===== config.mk =====
export PLATFORM = sky130hd
export DESIGN_NAME = switch_mcu_ex_alu_flat
export DESIGN_NICKNAME = d
export VERILOG_FILES = /design/src/rtl/switch_mcu_ex_alu_pkg.sv /design/src/rtl/switch_mcu_ex_alu_if.sv /design/src/rtl/switch_mcu_ex_alu_shifter.sv /design/src/rtl/switch_mcu_ex_alu.sv /design/src/flat_wrapper.sv
export SDC_FILE = /design/constraint.sdc
export NUM_CORES = 1
export LEC_CHECK = 0
export ABC_CLOCK_PERIOD_IN_PS = 5400
export CORE_MARGIN = 1
export CORE_UTILIZATION = 49
export CTS_BUF_LIST = sky130_fd_sc_hd__clkbuf_2 sky130_fd_sc_hd__clkbuf_4 sky130_fd_sc_hd__clkbuf_8
export DETAILED_ROUTE_END_ITERATION = 6
export GPL_TIMING_DRIVEN = 1
export PLACE_DENSITY = 0.7
export SYNTH_ARGS = -nofsm -noshare
export SYNTH_HDL_FRONTEND = slang
export SYNTH_SLANG_ARGS = --single-unit

===== constraint.sdc =====
create_clock -name in_clk -period 5.4 [get_ports in_clk]
set_input_delay 0.81 -clock in_clk [delete_from_list [all_inputs] [get_ports in_clk]]
set_output_delay 0.81 -clock in_clk [all_outputs]
set_load 0.005 [all_outputs]

===== src/rtl/switch_mcu_ex_alu_pkg.sv =====
`default_nettype none
// ============================================================================
//  Module   : switch_mcu_ex_pkg
//  Purpose  : Shared definitions for the switch MCU execute unit. Holds the
//             op-code constants, the FSM state encoding and the
//             illegal-operation and shift-class predicates.
//  Ports    : none (package)
//  Revision : 1.0 - initial release
// ============================================================================
package switch_mcu_ex_pkg;

    // Operation codes carried on in_op.
    localparam logic [3:0] ADD  = 4'd0;
    localparam logic [3:0] SUB  = 4'd1;
    localparam logic [3:0] SLL  = 4'd2;
    localparam logic [3:0] SLT  = 4'd3;
    localparam logic [3:0] SLTU = 4'd4;
    localparam logic [3:0] XOR  = 4'd5;
    localparam logic [3:0] SRL  = 4'd6;
    localparam logic [3:0] SRA  = 4'd7;
    localparam logic [3:0] OR   = 4'd8;
    localparam logic [3:0] AND  = 4'd9;

    // FSM state encoding.
    typedef logic [2:0] state_t;
    localparam state_t S_IDLE  = 3'd0;
    localparam state_t S_READ  = 3'd1;
    localparam state_t S_WAIT  = 3'd2;
    localparam state_t S_EXEC  = 3'd3;
    localparam state_t S_WRITE = 3'd4;

    // Codes above AND are unassigned; SUB has no immediate form.
    function automatic logic is_illegal(input logic [3:0] op, input logic src2_imm);
        return (op > AND) || ((op == SUB) && src2_imm);
    endfunction

    function automatic logic is_shift(input logic [3:0] op);
        return (op == SLL) || (op == SRL) || (op == SRA);
    endfunction

endpackage
`default_nettype wire


===== src/rtl/switch_mcu_ex_alu_if.sv =====
`default_nettype none
// ============================================================================
//  Module   : switch_mcu_ex_alu_if
//  Purpose  : Request / register-file bundle between the decoder side and
//             the execute unit.
//  Ports    : master - decoder/register-file side (drives in_*)
//             slave  - execute unit (drives out_*)
//  Revision : 1.0 - initial release
// ============================================================================
interface switch_mcu_ex_alu_if #(
    parameter int XLEN  = 32,
    parameter int RF_AW = 5
);
    logic             in_start;
    logic [3:0]       in_op;
    logic             in_src2_imm;
    logic [11:0]      in_imm;
    logic [RF_AW-1:0] in_rs1;
    logic [RF_AW-1:0] in_rs2;
    logic [RF_AW-1:0] in_rd;
    logic             out_ren_1;
    logic             out_ren_2;
    logic [RF_AW-1:0] out_raddr_1;
    logic [RF_AW-1:0] out_raddr_2;
    logic [XLEN-1:0]  in_rdata_1;
    logic [XLEN-1:0]  in_rdata_2;
    logic             out_wen;
    logic [RF_AW-1:0] out_waddr;
    logic [XLEN-1:0]  out_wdata;
    logic             out_busy;
    logic             out_done;
    logic             out_illegal;

    modport master (
        output in_start, in_op, in_src2_imm, in_imm, in_rs1, in_rs2, in_rd,
        output in_rdata_1, in_rdata_2,
        input  out_ren_1, out_ren_2, out_raddr_1, out_raddr_2,
        input  out_wen, out_waddr, out_wdata, out_busy, out_done, out_illegal
    );

    modport slave (
        input  in_start, in_op, in_src2_imm, in_imm, in_rs1, in_rs2, in_rd,
        input  in_rdata_1, in_rdata_2,
        output out_ren_1, out_ren_2, out_raddr_1, out_raddr_2,
        output out_wen, out_waddr, out_wdata, out_busy, out_done, out_illegal
    );
endinterface
`default_nettype wire


===== src/rtl/switch_mcu_ex_alu_shifter.sv =====
`default_nettype none
// ============================================================================
//  Module   : switch_mcu_ex_shifter
//  Purpose  : Shift unit for SLL/SRL/SRA with a start/done handshake.
//             Macro SWITCH_MCU_EX_SERIAL_SHIFT_EN selects a 1-bit-per-cycle
//             shifter (done after max(shamt,1) cycles); otherwise a barrel
//             shifter answers in the start cycle.
//  Ports    : in_clk, in_rst (async, active-low)
//             start_i  - first EXEC cycle of a shift
//             left_i   - SLL;  arith_i - SRA
//             a_i, shamt_i - operand and shift amount
//             done_o   - result valid this cycle;  res_o - result
//  Revision : 1.0 - initial release
// ============================================================================
module switch_mcu_ex_shifter #(
    parameter int XLEN = 32,
    parameter int SHW  = $clog2(XLEN)
) (
    input  wire logic            in_clk,
    input  wire logic            in_rst,
    input  wire logic            start_i,
    input  wire logic            left_i,
    input  wire logic            arith_i,
    input  wire logic [XLEN-1:0] a_i,
    input  wire logic [SHW-1:0]  shamt_i,
    output logic                 done_o,
    output logic [XLEN-1:0]      res_o
);

`ifdef SWITCH_MCU_EX_SERIAL_SHIFT_EN

    logic [XLEN-1:0] val_q;
    logic [SHW-1:0]  cnt_q;
    logic            act_q;
    logic            left_q;
    logic            sign_q;
    logic            w_fill;

    function automatic logic [XLEN-1:0] shift1(input logic [XLEN-1:0] v,
                                               input logic left,
                                               input logic fill);
        return left ? {v[XLEN-2:0], 1'b0} : {fill, v[XLEN-1:1]};
    endfunction

    assign w_fill = arith_i & a_i[XLEN-1];

    // The start cycle performs the first step itself, so an N-bit shift
    // finishes in N cycles and a 0/1-bit shift finishes in one.
    always_comb begin
        if (start_i) begin
            done_o = (shamt_i <= SHW'(1));
            res_o  = (shamt_i == '0) ? a_i : shift1(a_i, left_i, w_fill);
        end else begin
            done_o = act_q && (cnt_q == SHW'(1));
            res_o  = shift1(val_q, left_q, sign_q);
        end
    end

    always_ff @(posedge in_clk or negedge in_rst) begin
        if (!in_rst) begin
            val_q  <= '0;
            cnt_q  <= '0;
            act_q  <= 1'b0;
            left_q <= 1'b0;
            sign_q <= 1'b0;
        end else if (start_i) begin
            if (shamt_i > SHW'(1)) begin
                act_q  <= 1'b1;
                val_q  <= shift1(a_i, left_i, w_fill);
                cnt_q  <= shamt_i - SHW'(1);
                left_q <= left_i;
                sign_q <= w_fill;
            end
        end else if (act_q) begin
            val_q <= shift1(val_q, left_q, sign_q);
            cnt_q <= cnt_q - SHW'(1);
            if (cnt_q == SHW'(1)) begin
                act_q <= 1'b0;
            end
        end
    end

`else

    logic unused_clk_rst;
    assign unused_clk_rst = ^{in_clk, in_rst};

    always_comb begin
        done_o = start_i;
        if (left_i) begin
            res_o = a_i << shamt_i;
        end else if (arith_i) begin
            res_o = $signed(a_i) >>> shamt_i;
        end else begin
            res_o = a_i >> shamt_i;
        end
    end

`endif

endmodule
`default_nettype wire


===== src/rtl/switch_mcu_ex_alu.sv =====
`default_nettype none
// ============================================================================
//  Module   : switch_mcu_ex_alu
//  Purpose  : Integer execute unit. Accepts one request, reads rs1/rs2 from
//             the register file, computes the ALU result and writes rd.
//             FSM: IDLE -> READ -> WAIT(RD_LAT-1) -> EXEC -> WRITE.
//             Macro SWITCH_MCU_EX_SERIAL_SHIFT_EN selects the serial shifter.
//  Ports    : in_clk  - clock
//             in_rst  - asynchronous active-low reset
//             bus     - switch_mcu_ex_alu_if.slave (request, RF read/write,
//                       busy/done/illegal status)
//  Revision : 1.0 - initial release
// ============================================================================
module switch_mcu_ex_alu
    import switch_mcu_ex_pkg::*;
#(
    parameter int XLEN   = 32,
    parameter int RF_AW  = 5,
    parameter int RD_LAT = 2
) (
    input  wire logic            in_clk,
    input  wire logic            in_rst,
    switch_mcu_ex_alu_if.slave   bus
);

    localparam int SHW = $clog2(XLEN);

    state_t           state_q, state_d;
    logic [1:0]       wcnt_q, wcnt_d;
    logic             exec_first_q;
    logic [3:0]       op_q;
    logic             src2_imm_q;
    logic [11:0]      imm_q;
    logic [RF_AW-1:0] rs1_q, rs2_q, rd_q;
    logic             illegal_q;
    logic [XLEN-1:0]  result_q, result_d;

    logic             w_accept;
    logic [XLEN-1:0]  w_op1, w_op2, w_alu, w_sh_res;
    logic             w_sh_path, w_sh_start, w_sh_done;

    assign w_accept = (state_q == S_IDLE) && bus.in_start;

    // ---------------- FSM: state register ----------------
    always_ff @(posedge in_clk or negedge in_rst) begin
        if (!in_rst) begin
            state_q      <= S_IDLE;
            wcnt_q       <= '0;
            exec_first_q <= 1'b0;
        end else begin
            state_q      <= state_d;
            wcnt_q       <= wcnt_d;
            exec_first_q <= (state_d == S_EXEC) && (state_q != S_EXEC);
        end
    end

    // ---------------- FSM: next state ----------------
    always_comb begin
        state_d = state_q;
        wcnt_d  = wcnt_q;
        case (state_q)
            S_IDLE: begin
                if (bus.in_start) state_d = S_READ;
            end
            S_READ: begin
                if (RD_LAT > 1) begin
                    state_d = S_WAIT;
                    wcnt_d  = 2'(RD_LAT - 2);
                end else begin
                    state_d = S_EXEC;
                end
            end
            S_WAIT: begin
                if (wcnt_q == 2'd0) state_d = S_EXEC;
                else                wcnt_d  = wcnt_q - 2'd1;
            end
            S_EXEC: begin
                if (!w_sh_path || w_sh_done) state_d = S_WRITE;
            end
            S_WRITE: state_d = S_IDLE;
            default: state_d = S_IDLE;
        endcase
    end

    // ---------------- FSM: outputs ----------------
    always_comb begin
        bus.out_ren_1   = 1'b0;
        bus.out_ren_2   = 1'b0;
        bus.out_raddr_1 = '0;
        bus.out_raddr_2 = '0;
        bus.out_wen     = 1'b0;
        bus.out_waddr   = '0;
        bus.out_wdata   = '0;
        bus.out_done    = 1'b0;
        bus.out_illegal = 1'b0;
        bus.out_busy    = (state_q != S_IDLE);
        case (state_q)
            S_READ: begin
                bus.out_ren_1   = 1'b1;
                bus.out_raddr_1 = rs1_q;
                if (!src2_imm_q) begin
                    bus.out_ren_2   = 1'b1;
                    bus.out_raddr_2 = rs2_q;
                end
            end
            S_WRITE: begin
                bus.out_done    = 1'b1;
                bus.out_illegal = illegal_q;
                // x0 is never written, but the result stays visible.
                if (!illegal_q) begin
                    bus.out_wdata = result_q;
                    if (rd_q != '0) begin
                        bus.out_wen   = 1'b1;
                        bus.out_waddr = rd_q;
                    end
                end
            end
            default: ;
        endcase
    end

    // ---------------- request latch and result register ----------------
    always_ff @(posedge in_clk or negedge in_rst) begin
        if (!in_rst) begin
            op_q       <= '0;
            src2_imm_q <= 1'b0;
            imm_q      <= '0;
            rs1_q      <= '0;
            rs2_q      <= '0;
            rd_q       <= '0;
            illegal_q  <= 1'b0;
            result_q   <= '0;
        end else begin
            if (w_accept) begin
                op_q       <= bus.in_op;
                src2_imm_q <= bus.in_src2_imm;
                imm_q      <= bus.in_imm;
                rs1_q      <= bus.in_rs1;
                rs2_q      <= bus.in_rs2;
                rd_q       <= bus.in_rd;
                illegal_q  <= is_illegal(bus.in_op, bus.in_src2_imm);
            end
            result_q <= result_d;
        end
    end

    // ---------------- datapath ----------------
    assign w_op1 = bus.in_rdata_1;
    assign w_op2 = src2_imm_q ? {{(XLEN-12){imm_q[11]}}, imm_q} : bus.in_rdata_2;

    always_comb begin
        w_alu = '0;
        case (op_q)
            ADD:  w_alu = w_op1 + w_op2;
            SUB:  w_alu = w_op1 - w_op2;
            SLT:  w_alu = {{(XLEN-1){1'b0}}, $signed(w_op1) < $signed(w_op2)};
            SLTU: w_alu = {{(XLEN-1){1'b0}}, w_op1 < w_op2};
            XOR:  w_alu = w_op1 ^ w_op2;
            OR:   w_alu = w_op1 | w_op2;
            AND:  w_alu = w_op1 & w_op2;
            default: w_alu = '0;
        endcase
    end

    // Illegal operations never reach the shifter, so they finish in one
    // EXEC cycle with a zero result.
    assign w_sh_path  = is_shift(op_q) && !illegal_q;
    assign w_sh_start = (state_q == S_EXEC) && exec_first_q && w_sh_path;

    switch_mcu_ex_shifter #(
        .XLEN (XLEN),
        .SHW  (SHW)
    ) u_shifter (
        .in_clk  (in_clk),
        .in_rst  (in_rst),
        .start_i (w_sh_start),
        .left_i  (op_q == SLL),
        .arith_i (op_q == SRA),
        .a_i     (w_op1),
        .shamt_i (w_op2[SHW-1:0]),
        .done_o  (w_sh_done),
        .res_o   (w_sh_res)
    );

    // Read data is only valid in the first EXEC cycle; later cycles wait
    // on the shifter, which holds its own copy of the operand.
    always_comb begin
        result_d = result_q;
        if (state_q == S_EXEC) begin
            if (w_sh_path) begin
                if (w_sh_done) result_d = w_sh_res;
            end else if (exec_first_q) begin
                result_d = illegal_q ? '0 : w_alu;
            end
        end
    end

endmodule
`default_nettype wire


===== src/flat_wrapper.sv =====
// flat-port wrapper written by rule: the top's interface ports become plain ports
module switch_mcu_ex_alu_flat import switch_mcu_ex_pkg::*;
#(
    parameter int XLEN   = 32,
    parameter int RF_AW  = 5,
    parameter int RD_LAT = 2
)
  (in_clk, in_rst, bus_in_start, bus_in_op, bus_in_src2_imm, bus_in_imm, bus_in_rs1, bus_in_rs2, bus_in_rd, bus_in_rdata_1, bus_in_rdata_2, bus_out_ren_1, bus_out_ren_2, bus_out_raddr_1, bus_out_raddr_2, bus_out_wen, bus_out_waddr, bus_out_wdata, bus_out_busy, bus_out_done, bus_out_illegal);
  switch_mcu_ex_alu_if #(.XLEN(XLEN), .RF_AW(RF_AW)) bus_i ();
  input  wire logic in_clk;
  input  wire logic in_rst;
  input wire logic [$bits(bus_i.in_start)-1:0] bus_in_start;
  input wire logic [$bits(bus_i.in_op)-1:0] bus_in_op;
  input wire logic [$bits(bus_i.in_src2_imm)-1:0] bus_in_src2_imm;
  input wire logic [$bits(bus_i.in_imm)-1:0] bus_in_imm;
  input wire logic [$bits(bus_i.in_rs1)-1:0] bus_in_rs1;
  input wire logic [$bits(bus_i.in_rs2)-1:0] bus_in_rs2;
  input wire logic [$bits(bus_i.in_rd)-1:0] bus_in_rd;
  input wire logic [$bits(bus_i.in_rdata_1)-1:0] bus_in_rdata_1;
  input wire logic [$bits(bus_i.in_rdata_2)-1:0] bus_in_rdata_2;
  output wire logic [$bits(bus_i.out_ren_1)-1:0] bus_out_ren_1;
  output wire logic [$bits(bus_i.out_ren_2)-1:0] bus_out_ren_2;
  output wire logic [$bits(bus_i.out_raddr_1)-1:0] bus_out_raddr_1;
  output wire logic [$bits(bus_i.out_raddr_2)-1:0] bus_out_raddr_2;
  output wire logic [$bits(bus_i.out_wen)-1:0] bus_out_wen;
  output wire logic [$bits(bus_i.out_waddr)-1:0] bus_out_waddr;
  output wire logic [$bits(bus_i.out_wdata)-1:0] bus_out_wdata;
  output wire logic [$bits(bus_i.out_busy)-1:0] bus_out_busy;
  output wire logic [$bits(bus_i.out_done)-1:0] bus_out_done;
  output wire logic [$bits(bus_i.out_illegal)-1:0] bus_out_illegal;
  assign bus_i.in_start = bus_in_start;
  assign bus_i.in_op = bus_in_op;
  assign bus_i.in_src2_imm = bus_in_src2_imm;
  assign bus_i.in_imm = bus_in_imm;
  assign bus_i.in_rs1 = bus_in_rs1;
  assign bus_i.in_rs2 = bus_in_rs2;
  assign bus_i.in_rd = bus_in_rd;
  assign bus_i.in_rdata_1 = bus_in_rdata_1;
  assign bus_i.in_rdata_2 = bus_in_rdata_2;
  assign bus_out_ren_1 = bus_i.out_ren_1;
  assign bus_out_ren_2 = bus_i.out_ren_2;
  assign bus_out_raddr_1 = bus_i.out_raddr_1;
  assign bus_out_raddr_2 = bus_i.out_raddr_2;
  assign bus_out_wen = bus_i.out_wen;
  assign bus_out_waddr = bus_i.out_waddr;
  assign bus_out_wdata = bus_i.out_wdata;
  assign bus_out_busy = bus_i.out_busy;
  assign bus_out_done = bus_i.out_done;
  assign bus_out_illegal = bus_i.out_illegal;
  switch_mcu_ex_alu #(.XLEN(XLEN), .RF_AW(RF_AW), .RD_LAT(RD_LAT)) u_core (.in_clk(in_clk), .in_rst(in_rst), .bus(bus_i));
endmodule

==> impl_metrics.csv <==
group,metric,value,unit
clock_tree,clkSinkCount,71,
layout,fin_area,14800,um2
route,wl,57960,um
logic_synthesis,synth_compound_area_share,30.93,%
clock_tree,insertion_delay_of_the_later_clocked_pin_in_the_worst_skew_pair,400,ps
power,vdd_ir_drop_max,0.0004688,V
layout,finalCoreUtilization,58.42,%
timing,worst_hold_slack,498.0,ps
die,ioPinCount,152,
power,cellLeakagePower,6.312,nW
grt,first_global_vias,14024,
route,drt_first_iter_violations,2111,
timing,report.final.hold_viol_count,0,
run,cap_viol_max_count,0,
logic_synthesis,yosys_most_used_dff,"sky130_fd_sc_hd__dfrtp_1",
logic_synthesis,synthTopCellsByArea,"sky130_fd_sc_hd__dfrtp_1, sky130_fd_sc_hd__ha_1, sky130_fd_sc_hd__mux2i_1",
route,detail_route.first_pass.iterations,5,
logic_synthesis,postSynthRegisterBits,71,
clock_tree,htree_num_levels,3,
critical_path,critical_path.endpoint_type,"flip-flop",
timing,finalWorstPathRequiredPeriod,4579,ps
logic_synthesis,post-synth-top-area-cell,"sky130_fd_sc_hd__dfrtp_1",
timing,setup_viol_count_final,0,
critical_path,critical_path_class,"primary input to flip-flop",
die,die_width,163.0,um
critical_path,cp_max_fo,20,
timing,fmaxAchievable,0.2184,GHz
die,die_h,163.0,um
critical_path,worst-endpoint-required,5650,ps
worst_hold_path,hold_path.class,"flip-flop to flip-flop",
route,drc,0,
logic_synthesis,mappedNetlistNets,1963,
logic_synthesis,synth_top_family_by_area,"compound AO/OA/AOI/OAI gates",
placed_design,placedCellCount,2168,
layout,drive_above_1_share,8.576,%
logic_synthesis,synthXorXnorAreaFrac,0.2069,%
timing,setup_tns,0,ps
logic_synthesis,seq_area_frac_synth,13.99,%
layout,num-fill-cells,2402,
critical_path,cpPeakStageDelay,600,ps
timing,finClkSkew,26.76,ps
logic_synthesis,syn-cell-area,12700,um2
grt,grt.total_usage,43.52,%
grt,grt_max_degree,72,
timing,slew-limit-headroom,13.88,%
power,power_per_cell_area,579.9,nW/um2
timing,unrepaired_setup_endpoints_after_global_routing,"no",
layout,n_antenna_cell,0,
route,wl_per_cell,26.54,um
logic_synthesis,synthesized_area_fraction_occupied_by_adder_cells,10.76,%
clock_tree,post_cts_resized,0,
logic_synthesis,yosysTopAreaCellShare,13.99,%
route,dr.max_layer_used,"met4",
clock_tree,ctsRootBufferMaster,"sky130_fd_sc_hd__clkbuf_8",
placed_design,place_ws,628.9,ps
logic_synthesis,synth_warnings,0,
grt,grt_antenna_before_repair,1,
placed_design,detail_placement_hpwl,44680,um
worst_hold_path,hold_depth,2,
die,dieArea,26570,um2
critical_path,critical_path.startpoint_type,"primary input",
route,viasPerCell,6.826,
clock_tree,cts_hold_buf,0,
die,coreArea,25330,um2
placed_design,gpl.final_weighted_congestion,1.074,
clock_tree,maximum_buffer_depth_of_the_clock_tree,2,
route,route.layer.met1.wl,22810,um
critical_path,crit_chain,"clkdlybuf4s50_1 > mux2i_4 > inv_4 > ha_1 > inv_1 > fa_1 > nor2b_1 > o211ai_1 > a311oi_2 > o2111ai_1 > a31oi_1 > o21ai_0 > nand3_1 > a221oi_1 > o21ai_0",
clock_tree,postCtsSetupBuffers,0,
logic_synthesis,syn-instance-count,1756,
logic_synthesis,synth_enable_flop_cells,0,
route,vias,14907,
layout,nNetsFinal,2056,
timing,timing.final.ws_setup,821.5,ps
layout,areaGrowthSynthToFinish,16.49,%
grt,grt_remaining_overflow,0,
route,met3_wirelength,6195,um
clock_tree,tritoncts,"yes",
logic_synthesis,post_synthesis_mux_area_share,14.56,%
timing,finalCritPeriodShare,84.79,%
layout,final_cells,2184,
timing,drv_slew,0,
grt,grt_pass1_wl,86630,um
placed_design,buffer_ports.inserted,151,
critical_path,timing.critical_path.slowest_stage_cell,"sky130_fd_sc_hd__a221oi_1",
logic_synthesis,avgSynthCellArea,7.234,um2
die,fp-row-count,58,
critical_path,crit_arrival,4830,ps
clock_tree,cts-buffers-inserted,9,
logic_synthesis,yosys.area_share.simple,22.14,%
logic_synthesis,synth.lib_cells_used.distinct,91,
status,status,"finished, final reports clean",
die,start_util,50.15,%
power,post-layout-total-power,8.581,mW
route,detailroute.wirelength.met2,25250,um
clock_tree,clkTransAtPathRegs,100,ps
placed_design,place_area,14570,um2
logic_synthesis,ys_async_sr_fraction,100.0,%
route,route.antenna.remaining_nets,0,
timing,tightestPinTransition,1286,ps
critical_path,reg2regPathDepth,15,
critical_path,critical-path-top-cell-by-count,"sky130_fd_sc_hd__o21ai_0",
final timing paths:
| kind | slack [ps] | from | end |
|---|---|---|---|
| min reg2reg | 500 | u_core.result_q[13] | u_core.result_q[13] |
| max reg2reg | 940 | u_core.src2_imm_q | u_core.result_q[22] |
| max in group asynchronous | 4160 | in_rst | u_core.result_q[18] |
| min | 500 | u_core.result_q[13] | u_core.result_q[13] |
| max | 820 | bus_in_rdata_2[0] | u_core.result_q[22] |
| min in group asynchronous | 570 | in_rst | u_core.result_q[7] |
Yosys cell counts (all sizes together) (11+ instances only):
cell type / count
o211ai: 32
a21oi: 165
nor4: 11
nand3: 35
inv: 96
a21o: 14
o31ai: 21
clkbuf: 77
ha: 106
a211oi: 36
nor2: 179
mux2i: 125
o21bai: 14
o21a: 14
buf: 50
a221oi: 18
o2111ai: 11
or3: 14
nor2b: 22
nor3: 32
a31oi: 24
o22ai: 17
o21ai: 135
dfrtp: 71
nand2: 158
and3: 24
mux2: 38
and2: 55
layer usage:
layer	vias up	GRT usage (%)
li1	6645	-
met1	7117	57.85
met2	959	65.42
met3	186	8.149
met4	0	25.49
met5	-	0
power by group:
| group | internal (mW) | switching [mW] | leakage, nW |
|---|---|---|---|
| logic | 2.50 | 4.53 | 5.32 |
| registers | 0.767 | 0.260 | 0.878 |
| clock network | 0.278 | 0.249 | 0.113 |
| total | 3.54 | 5.04 | 6.31 |
area by class of cell:
cell class / count / area (um2) / share of cell area, %
Clock buffer: 11 / 145.1 / 0.9809
Sequential cell: 71 / 1777 / 12.01
Multi-Input combinational cell: 1461 / 10070 / 68.05
Inverter: 97 / 366.6 / 2.478
Timing Repair Buffer: 209 / 1944 / 13.14
Tap cell: 330 / 412.9 / 2.790
Clock inverter: 5 / 81.33 / 0.5496
cell families after synthesis:
kind of cell / after synthesis
flops: 71
buf+inv: 224
xor+xnor: 3
compound gates: 600
simple gates: 580
fa+ha+maj: 108
mux: 170
cell usage in the layout, fill, tap and decap left out, types with 54 or more instances in the layout:
cell type	instances
sky130_fd_sc_hd__mux2i_1	120
sky130_fd_sc_hd__nand2_1	158
sky130_fd_sc_hd__inv_1	92
sky130_fd_sc_hd__o21ai_0	118
sky130_fd_sc_hd__and2_1	54
sky130_fd_sc_hd__dfrtp_1	71
sky130_fd_sc_hd__ha_1	106
sky130_fd_sc_hd__a21oi_1	165
sky130_fd_sc_hd__clkdlybuf4s50_1	150
sky130_fd_sc_hd__buf_4	59
sky130_fd_sc_hd__nor2_1	176
flip-flops by register name, indices dropped and copies added (netlist names), 2 cells and up:
| name | cells |
|---|---|
| u_core.imm_q | 12 |
| u_core.op_q | 4 |
| u_core.rd_q | 5 |
| u_core.result_q | 32 |
| u_core.rs1_q | 5 |
| u_core.rs2_q | 5 |
| u_core.state_q | 3 |
| u_core.wcnt_q | 2 |
worst max-delay path, delay by kind of cell:
family	cells	cell delay, ps
adders and majority gates	2	670
buffers and inverters	3	850
and+or+nand+nor	2	260
muxes	1	90
AOI/OAI and AO/OA	7	2140
No activity file was read; power rests on OpenSTA's default activity.
